===== src/rtl/cpu_writeback.sv =====
//==============================================================================
// cpu_writeback -- register-file writer: ALU results pass straight through,
// loads wait for memory, get byte/half-selected and extended, and stall upstream.
// Revision: 1.0
//==============================================================================
`default_nettype none

module cpu_writeback #(
    parameter int XLEN         = 32,
    parameter int LOAD_TIMEOUT = 16
) (
    input  logic            clk,
    input  logic            n_rst,
    input  logic            ex_valid,
    input  logic [4:0]      ex_rd,
    input  logic [XLEN-1:0] ex_result,
    input  logic            ex_is_load,
    input  logic [2:0]      ex_funct3,
    input  logic [1:0]      ex_addr_lo,
    input  logic            mem_rvalid,
    input  logic [XLEN-1:0] mem_rdata,
    output logic [4:0]      rd,
    output logic [XLEN-1:0] d,
    output logic            stall_pipeline,
    output logic            load_err
);

    localparam int          CW      = (LOAD_TIMEOUT > 2) ? $clog2(LOAD_TIMEOUT) : 1;
    localparam logic [CW-1:0] c_CNT_LAST = CW'(LOAD_TIMEOUT - 1);

    typedef enum logic [0:0] {
        S_IDLE = 1'b0,
        S_WAIT = 1'b1
    } state_t;

    state_t            r_state, w_state_nxt;
    logic [CW-1:0]     r_count, w_count_nxt;
    logic [4:0]        r_lat_rd, w_lat_rd_nxt;
    logic [2:0]        r_lat_f3, w_lat_f3_nxt;
    logic [1:0]        r_lat_addr, w_lat_addr_nxt;
    logic [4:0]        r_rd, w_rd_nxt;
    logic [XLEN-1:0]   r_d, w_d_nxt;
    logic              r_err, w_err_nxt;
    logic              w_stall;

    logic [7:0]        w_byte;
    logic [15:0]       w_half;
    logic [XLEN-1:0]   w_ext;

    // Lane selection uses the address captured at load acceptance.
    always_comb begin
        w_byte = 8'h00;
        case (r_lat_addr)
            2'd0:    w_byte = mem_rdata[7:0];
            2'd1:    w_byte = mem_rdata[15:8];
            2'd2:    w_byte = mem_rdata[23:16];
            default: w_byte = mem_rdata[31:24];
        endcase
        w_half = r_lat_addr[1] ? mem_rdata[31:16] : mem_rdata[15:0];
        case (r_lat_f3)
            3'b000:  w_ext = {{(XLEN-8){w_byte[7]}}, w_byte};
            3'b001:  w_ext = {{(XLEN-16){w_half[15]}}, w_half};
            3'b100:  w_ext = {{(XLEN-8){1'b0}}, w_byte};
            3'b101:  w_ext = {{(XLEN-16){1'b0}}, w_half};
            default: w_ext = mem_rdata;
        endcase
    end

    always_comb begin
        w_state_nxt    = r_state;
        w_count_nxt    = r_count;
        w_lat_rd_nxt   = r_lat_rd;
        w_lat_f3_nxt   = r_lat_f3;
        w_lat_addr_nxt = r_lat_addr;
        w_rd_nxt       = 5'd0;
        w_d_nxt        = r_d;
        w_err_nxt      = r_err;
        w_stall        = 1'b0;
        case (r_state)
            S_IDLE: begin
                if (mem_rvalid) begin
                    w_err_nxt = 1'b1;
                end
                if (ex_valid) begin
                    if (ex_is_load) begin
                        w_lat_rd_nxt   = ex_rd;
                        w_lat_f3_nxt   = ex_funct3;
                        w_lat_addr_nxt = ex_addr_lo;
                        w_count_nxt    = '0;
                        w_state_nxt    = S_WAIT;
                        w_stall        = 1'b1;
                    end else begin
                        w_rd_nxt = ex_rd;
                        w_d_nxt  = ex_result;
                    end
                end
            end
            S_WAIT: begin
                if (mem_rvalid) begin
                    w_rd_nxt    = r_lat_rd;
                    w_d_nxt     = w_ext;
                    w_state_nxt = S_IDLE;
                end else if (r_count == c_CNT_LAST) begin
                    w_err_nxt   = 1'b1;
                    w_state_nxt = S_IDLE;
                end else begin
                    w_count_nxt = r_count + 1'b1;
                    w_stall     = 1'b1;
                end
            end
            default: w_state_nxt = S_IDLE;
        endcase
    end

    always_ff @(posedge clk or negedge n_rst) begin
        if (!n_rst) begin
            r_state    <= S_IDLE;
            r_count    <= '0;
            r_lat_rd   <= 5'd0;
            r_lat_f3   <= 3'd0;
            r_lat_addr <= 2'd0;
            r_rd       <= 5'd0;
            r_d        <= '0;
            r_err      <= 1'b0;
        end else begin
            r_state    <= w_state_nxt;
            r_count    <= w_count_nxt;
            r_lat_rd   <= w_lat_rd_nxt;
            r_lat_f3   <= w_lat_f3_nxt;
            r_lat_addr <= w_lat_addr_nxt;
            r_rd       <= w_rd_nxt;
            r_d        <= w_d_nxt;
            r_err      <= w_err_nxt;
        end
    end

    // Gating with n_rst keeps stall low while reset is held, even with a load on the inputs.
    assign stall_pipeline = w_stall & n_rst;
    assign rd             = r_rd;
    assign d              = r_d;
    assign load_err       = r_err;

endmodule

`default_nettype wire


===== config.mk =====
export PLATFORM = sky130hd
export DESIGN_NAME = cpu_writeback
export DESIGN_NICKNAME = d
export VERILOG_FILES = /design/src/rtl/cpu_writeback.sv
export SDC_FILE = /design/constraint.sdc
export NUM_CORES = 1
export LEC_CHECK = 0
export BUFFER_PORTS_ARGS = -buffer_cell sky130_fd_sc_hd__buf_2
export CORE_MARGIN = 2
export CORE_UTILIZATION = 54
export CTS_BUF_LIST = sky130_fd_sc_hd__clkbuf_16
export CTS_CLUSTER_DIAMETER = 150
export DETAILED_ROUTE_END_ITERATION = 10
export HOLD_SLACK_MARGIN = 0.1
export PLACE_DENSITY_LB_ADDON = 0.08
export SLEW_MARGIN = 20
export SYNTH_ARGS = -nofsm -noshare
export SYNTH_HDL_FRONTEND = slang
export SYNTH_SLANG_ARGS = --single-unit

===== constraint.sdc =====
create_clock -name clk -period 3.7 [get_ports clk]
set_input_delay 0.37 -clock clk [delete_from_list [all_inputs] [get_ports clk]]
set_output_delay 0.37 -clock clk [all_outputs]
set_load 0.1 [all_outputs]

==> metrics.cfg, run 1 <==
[run_status]
outcome = finished, final reports clean

[floorplan]
dieArea_um2 = 6530
start_util_pct = 56.8
rows = 27
design.portCount = 118
die_width_um = 80.8
core_um2 = 5610
die_height_um = 80.8

[global_routing]
grt_usage_pct = 27.6
grt_pass1_wl_um = 13800
overflow = 0
antenna_found_initial = 0
grt_pass1_vias = 2709
grt_max_degree = 54

[pwr]
irDropWorstVdd_mv = 0.540
p_clk_share_pct = 19.9
p_leak_nw = 1.84
p_int_mw = 1.46
seq_power_share_pct = 28.4
power_density_nw_per_um2 = 779
switchingPower_mw = 1.59
switching_share_pct = 52.0
p_comb_share_pct = 51.7

[clock_tree]
cts.sinks = 53
cts_buffer_depth = 2
post_cts_resized = 0
cts-root-buf = clkbuf_16
cts-hold-fix-buffers = 0
path_clk_slew_ns = 0.07
postCtsSetupBuffers = 0
cts_buffers = 5
cts_max_level = 2
clock_latency_ns = 0.29
cts_tree = yes

[layout]
syn_to_final_growth_pct = 23.1
final_util_pct = 69.9
drive_above_1_share_pct = 42.5
finalNetCount = 500
fillerInstances = 457
diodes = 0
mostFrequentLayoutCells = buf_2, dfrtp_1, a21oi_1
final_common_cell = buf_2

[critical_path]
crit_start = r_state
critical-path-max-stage-delay_ns = 0.73
cp.required_ns = 3.33
rr_startpoint = r_state
path_max_fanout = 16
critPathLaunchType = flip-flop
crit_type = flip-flop to output port
cp_cell_sequence = inv_1 > nand3_1 > nand2_1 > and2_1 > buf_12
crit_slowest_cell = dfrtp_1
cp.arrival_ns = 2.15
cp-end-kind = output port

[worst_hold_path]
hold_path.class = input port to async pin

[sta]
relSlewSlack_pct = 43.6
period_share_pct = 68.1
rsz0062_at_grt = no
setup_viol = 0
fin_setup_tns_ns = 0
tightest_slew_ns = 0.847
fin_crit_ns = 2.52
hold_violations = 0
finalClockSkew_ns = 0.00426
drv_slew = 0
max_freq_mhz = 397

[yosys]
synth_edf_count = 0
synth_cells = 318
synth_fp_nets = 398
synth-seq-cells = 53
yosys_warnings = 0
syn_area_per_cell_um2 = 10.0
post_synth_num_cell_types = 39
yosysSeqAreaShare_pct = 41.7
synthArstFlopShare_pct = 100
synthesis.area_um2 = 3180
synth_flop_cell = dfrtp_1

[placement]
portBuffers = 117
hpwl_um = 6330
gp_congestion = 0.894

[detailed_routing]
dr.pass1.iters = 6
antenna_left = 0
drc = 0
drtIter0Drc = 227
drt_wl_total_um = 8760
vias = 2997
wl_per_cell_um = 17.8
viasPerCell = 6.08

[run]
drv_cap = 0

==> sequential cells by signal (all words and copies together) (netlist names) <==
name,flops
rd,5
r_lat_rd,5
r_lat_f3,3
r_count,4
d,32
load_err,1
r_state,1
r_lat_addr,2
==> path summary, 6_finish.rpt <==
check / end / slack [ns] / cells past startpoint
worst min register to register: load_err / 0.48 / 2
worst min-delay path: d[24] / 0.29 / 2
max in group asynchronous: d[30] / 2.93 / 2
min in group clk: r_lat_addr[0] / 0.31 / 2
worst max-delay path: stall_pipeline / 1.18 / 5
worst max register to register: d[10] / 1.41 / 5
==> worst max-delay path: cells and delay by family, from the launching register on <==
family | cells | cell delay [ns]
AND/OR/NAND/NOR | 3 | 0.83
buffers and inverters | 2 | 0.29
flip-flops | 1 | 0.73
==> final cells by class <==
| class | instances | area, um2 | area share [%] |
|---|---|---|---|
| timing repair buffer | 121 | 631 | 16.1 |
| multi-input combinational | 232 | 1650 | 42.2 |
| inverter | 7 | 26.3 | 0.670 |
| tap | 72 | 90.1 | 2.30 |
| clock buffer | 5 | 125 | 3.19 |
| sequential | 53 | 1330 | 33.8 |
| clock inverter | 3 | 68.8 | 1.76 |
==> per-stage QoR <==
stage | instances | hold slack, ns | area, um2 | worst slack (ns) | power, mW
after detailed placement | 485 | 0.465 | 3730 | 1.43 | 2.44
after floorplan | 318 | 0.0744 | 3180 | 1.56 | 2.17
after CTS | 493 | 0.307 | 3920 | 1.17 | 3.06
after global routing | 493 | 0.311 | 3920 | 1.04 | 3.18
after global placement | 485 | 0.453 | 3730 | 1.52 | 2.42
final | 493 | 0.287 | 3920 | 1.18 | 3.05
==> synthesized netlist by cell type, drive strengths merged, types with 2 or more instances <==
| master | count | share of area (%) |
|---|---|---|
| a22oi | 8 | 2.0 |
| and2 | 11 | 2.2 |
| a22o | 5 | 1.4 |
| dfrtp | 53 | 42 |
| buf | 17 | 4.6 |
| mux2 | 19 | 6.7 |
| xnor2 | 2 | 0.55 |
| or2 | 2 | 0.39 |
| o311a | 2 | 1.0 |
| nor2 | 33 | 3.9 |
| nor3 | 3 | 0.47 |
| nor3b | 2 | 0.83 |
| clkbuf | 9 | 1.1 |
| nand2 | 21 | 2.5 |
| o22ai | 14 | 2.8 |
| nand3 | 7 | 1.1 |
| o21ai | 11 | 1.7 |
| a21oi | 44 | 6.9 |
| inv | 7 | 0.83 |
| a221oi | 23 | 11 |
| nand2b | 7 | 1.4 |
| mux2i | 9 | 2.8 |
==> metal layers <==
layer | wire length (um) | vias to the layer above | global-route usage, %
met5 | 0 | - | 0
li1 | - | 1376 | -
met3 | 760 | 15 | 4.22
met1 | 3800 | 1443 | 39.9
met2 | 4040 | 163 | 43.2
met4 | 170 | 0 | 8.31
==> cells by family after synthesis <==
logic type,after synthesis,share of synthesized area (%)
AOI/OAI and AO/OA,110,27.6
DFF,53,41.7
muxes,28,9.55
buffers and inverters,33,6.44
xor gates and xnor gates,2,0.550
adders and majority gates,1,0.393
and+or+nand+nor,91,13.8
==> power by group through the flow <==
stage | clock [mW] | combinational, mW | sequential (mW)
3_5_place_dp | 0 | 1.57 | 0.869
4_1_cts | 0.614 | 1.58 | 0.863
3_3_place_gp | 0 | 1.56 | 0.868
2_1_floorplan | 0 | 0.507 | 1.67
5_1_grt | 0.639 | 1.65 | 0.885
6_report | 0.608 | 1.58 | 0.866
(Power assumes the default switching activity.)
==> run 2: changes to the inputs <==
CORE_UTILIZATION = 45   (was 54)
clock period = 2.2 ns   (was 3.7 ns; I/O delays follow)
==> metrics.cfg, run 2 (synthesis results as in run 1) <==
[layout]
mostFrequentLayoutCells = buf_2, dfrtp_1, a21oi_1
final_cells = 523  ; +6.1%
drive_above_1_share_pct = 43.3  ; +0.81 points
syn_to_final_growth_pct = 24.8
largest_reg_flops = 32  ; unchanged
diodes = 0  ; unchanged
stdcell_area_um2 = 3970  ; +1.3%
finalNetCount = 506  ; +1.2%
final_common_cell = buf_2

[detailed_routing]
drtIter0Drc = 218  ; -4.0%
antenna_left = 0  ; unchanged
drt_wl_total_um = 8960  ; +2.2%
vias = 2849  ; -4.9%
wl_per_cell_um = 17.1  ; -3.6%
dr.pass1.iters = 4  ; -2
viasPerCell = 5.45  ; -10%
drc = 0  ; unchanged

[critical_path]
path_max_fanout = 13  ; -3
cp.arrival_ns = 1.78  ; -0.37 ns
critical-path-max-stage-delay_ns = 0.43  ; -0.30 ns
crit_buf_inv = 2  ; unchanged
crit_type = flip-flop to output port
critical_path.top_delay_family = simple AND/OR/NAND/NOR gates
cp_common_cell = nand2_1
cp.required_ns = 1.98  ; -1.35 ns
cp_cell_sequence = buf_4 > nor2b_2 > nand2_1 > nand2_1 > and2_1 > buf_12
reg2reg_slack_ns = 0.24  ; -1.17 ns
critPathLaunchType = flip-flop
cp-end-kind = output port
crit_slowest_cell = dfrtp_1

[placement]
placed_cells = 515  ; +6.2%
detailed_place.area_um2 = 3830  ; +2.7%
portBuffers = 117  ; unchanged
gp_congestion = 0.843  ; -5.6%
hpwl_um = 6600  ; +4.3%

[sta]
relSlewSlack_pct = 55.6  ; +12 points
max_freq_mhz = 500
fin_setup_tns_ns = 0  ; unchanged
period_share_pct = 90.9
tightest_slew_ns = 0.666  ; -0.180 ns
setup_viol = 0  ; unchanged
rsz0062_at_grt = no
fin_crit_ns = 2.00
drv_slew = 0  ; unchanged
hold_violations = 0  ; unchanged
finalClockSkew_ns = 0.00758  ; +0.00332 ns

[run]
drv_cap = 0  ; unchanged

[global_routing]
grt_max_degree = 54  ; unchanged
grt_usage_pct = 23.9  ; -3.7 points
antenna_found_initial = 0  ; unchanged
grt_pass1_vias = 2720  ; +0.41%
grt_pass1_wl_um = 14200  ; +3.3%
overflow = 0  ; unchanged

[clock_tree]
cts.sinks = 53  ; unchanged
cts_buffer_depth = 2  ; unchanged
clock_latency_ns = 0.29  ; about the same
path_clk_slew_ns = 0.07  ; about the same
cts_tree = yes
cts_buffers = 5  ; unchanged
cts_max_level = 2  ; unchanged
cts-root-buf = clkbuf_16
postCtsSetupBuffers = 0  ; unchanged

[floorplan]
die_width_um = 88.1  ; +9.1%
core_um2 = 6830  ; +22%
design.portCount = 118  ; unchanged
die_height_um = 88.1  ; +9.1%
start_util_pct = 46.6  ; -10 points
dieArea_um2 = 7770  ; +19%
rows = 30  ; +11%

[pwr]
p_leak_nw = 1.85  ; +0.61%
irDropWorstVdd_mv = 0.673  ; +25%
power_density_nw_per_um2 = 1240  ; +59%

[worst_hold_path]
hold_path.class = input port to async pin

[run_status]
outcome = finished, final reports clean

==> run 2: worst paths after layout <==
check,startpoint,end,cells past startpoint
setup / recovery,r_state,stall_pipeline,6
hold / removal,n_rst,d[23],2
setup reg to reg,r_lat_f3[0],d[26],4
hold reg to reg,d[7],d[7],2
max in group asynchronous,n_rst,r_lat_rd[1],2
min in group clk,ex_funct3[2],r_lat_f3[2],2
==> run 2: worst reg2reg max path, cell delays in order (launching register included) <==
cell and delay (ns):
dfrtp_1 0.69, nor3b_1 0.13, a22oi_2 0.28, o311a_2 0.57, a221oi_2 0.15
==> run 2: cell type report <==
class,count,area (um2)
Fill cell,669,2860
Inverter,7,26.3
Clock buffer,5,125
Timing Repair Buffer,127,701
Sequential cell,53,1330
Clock inverter,3,18.8
Tap cell,96,120
Multi-Input combinational cell,232,1660
==> run 2: through the flow <==
step                hold slack (ns)  total power, mW  utilization (%)  setup slack (ns)
floorplan                   -0.0756             3.65                -             0.207
global placement              0.453             4.14             56.0             0.341
detailed placement            0.456             4.16             56.0             0.282
CTS                           0.149             4.93             58.1             0.101
global route                  0.156             5.14             58.2            0.0200
finish                        0.150             4.91             58.2             0.200
==> run 2: what timing repair did <==
| action | in CTS | in global routing |
|---|---|---|
| gates resized for setup | 0 | 1 |
| endpoints found under the setup margin | 0 | 1 |
| hold buffers | 0 | 0 |
==> run 2: power by group <==
part           switching [mW]  total, mW  internal (mW)
Sequential              0.182       1.41           1.22
Clock                   0.338      0.755          0.417
Combinational            2.13       2.75          0.617
==> run 2: routing by layer <==
layer	global-route usage [%]	part of all wire, %
met5	0	0
met4	6.75	1.9
met3	6.03	7.4
met2	35.3	44
met1	35.0	46
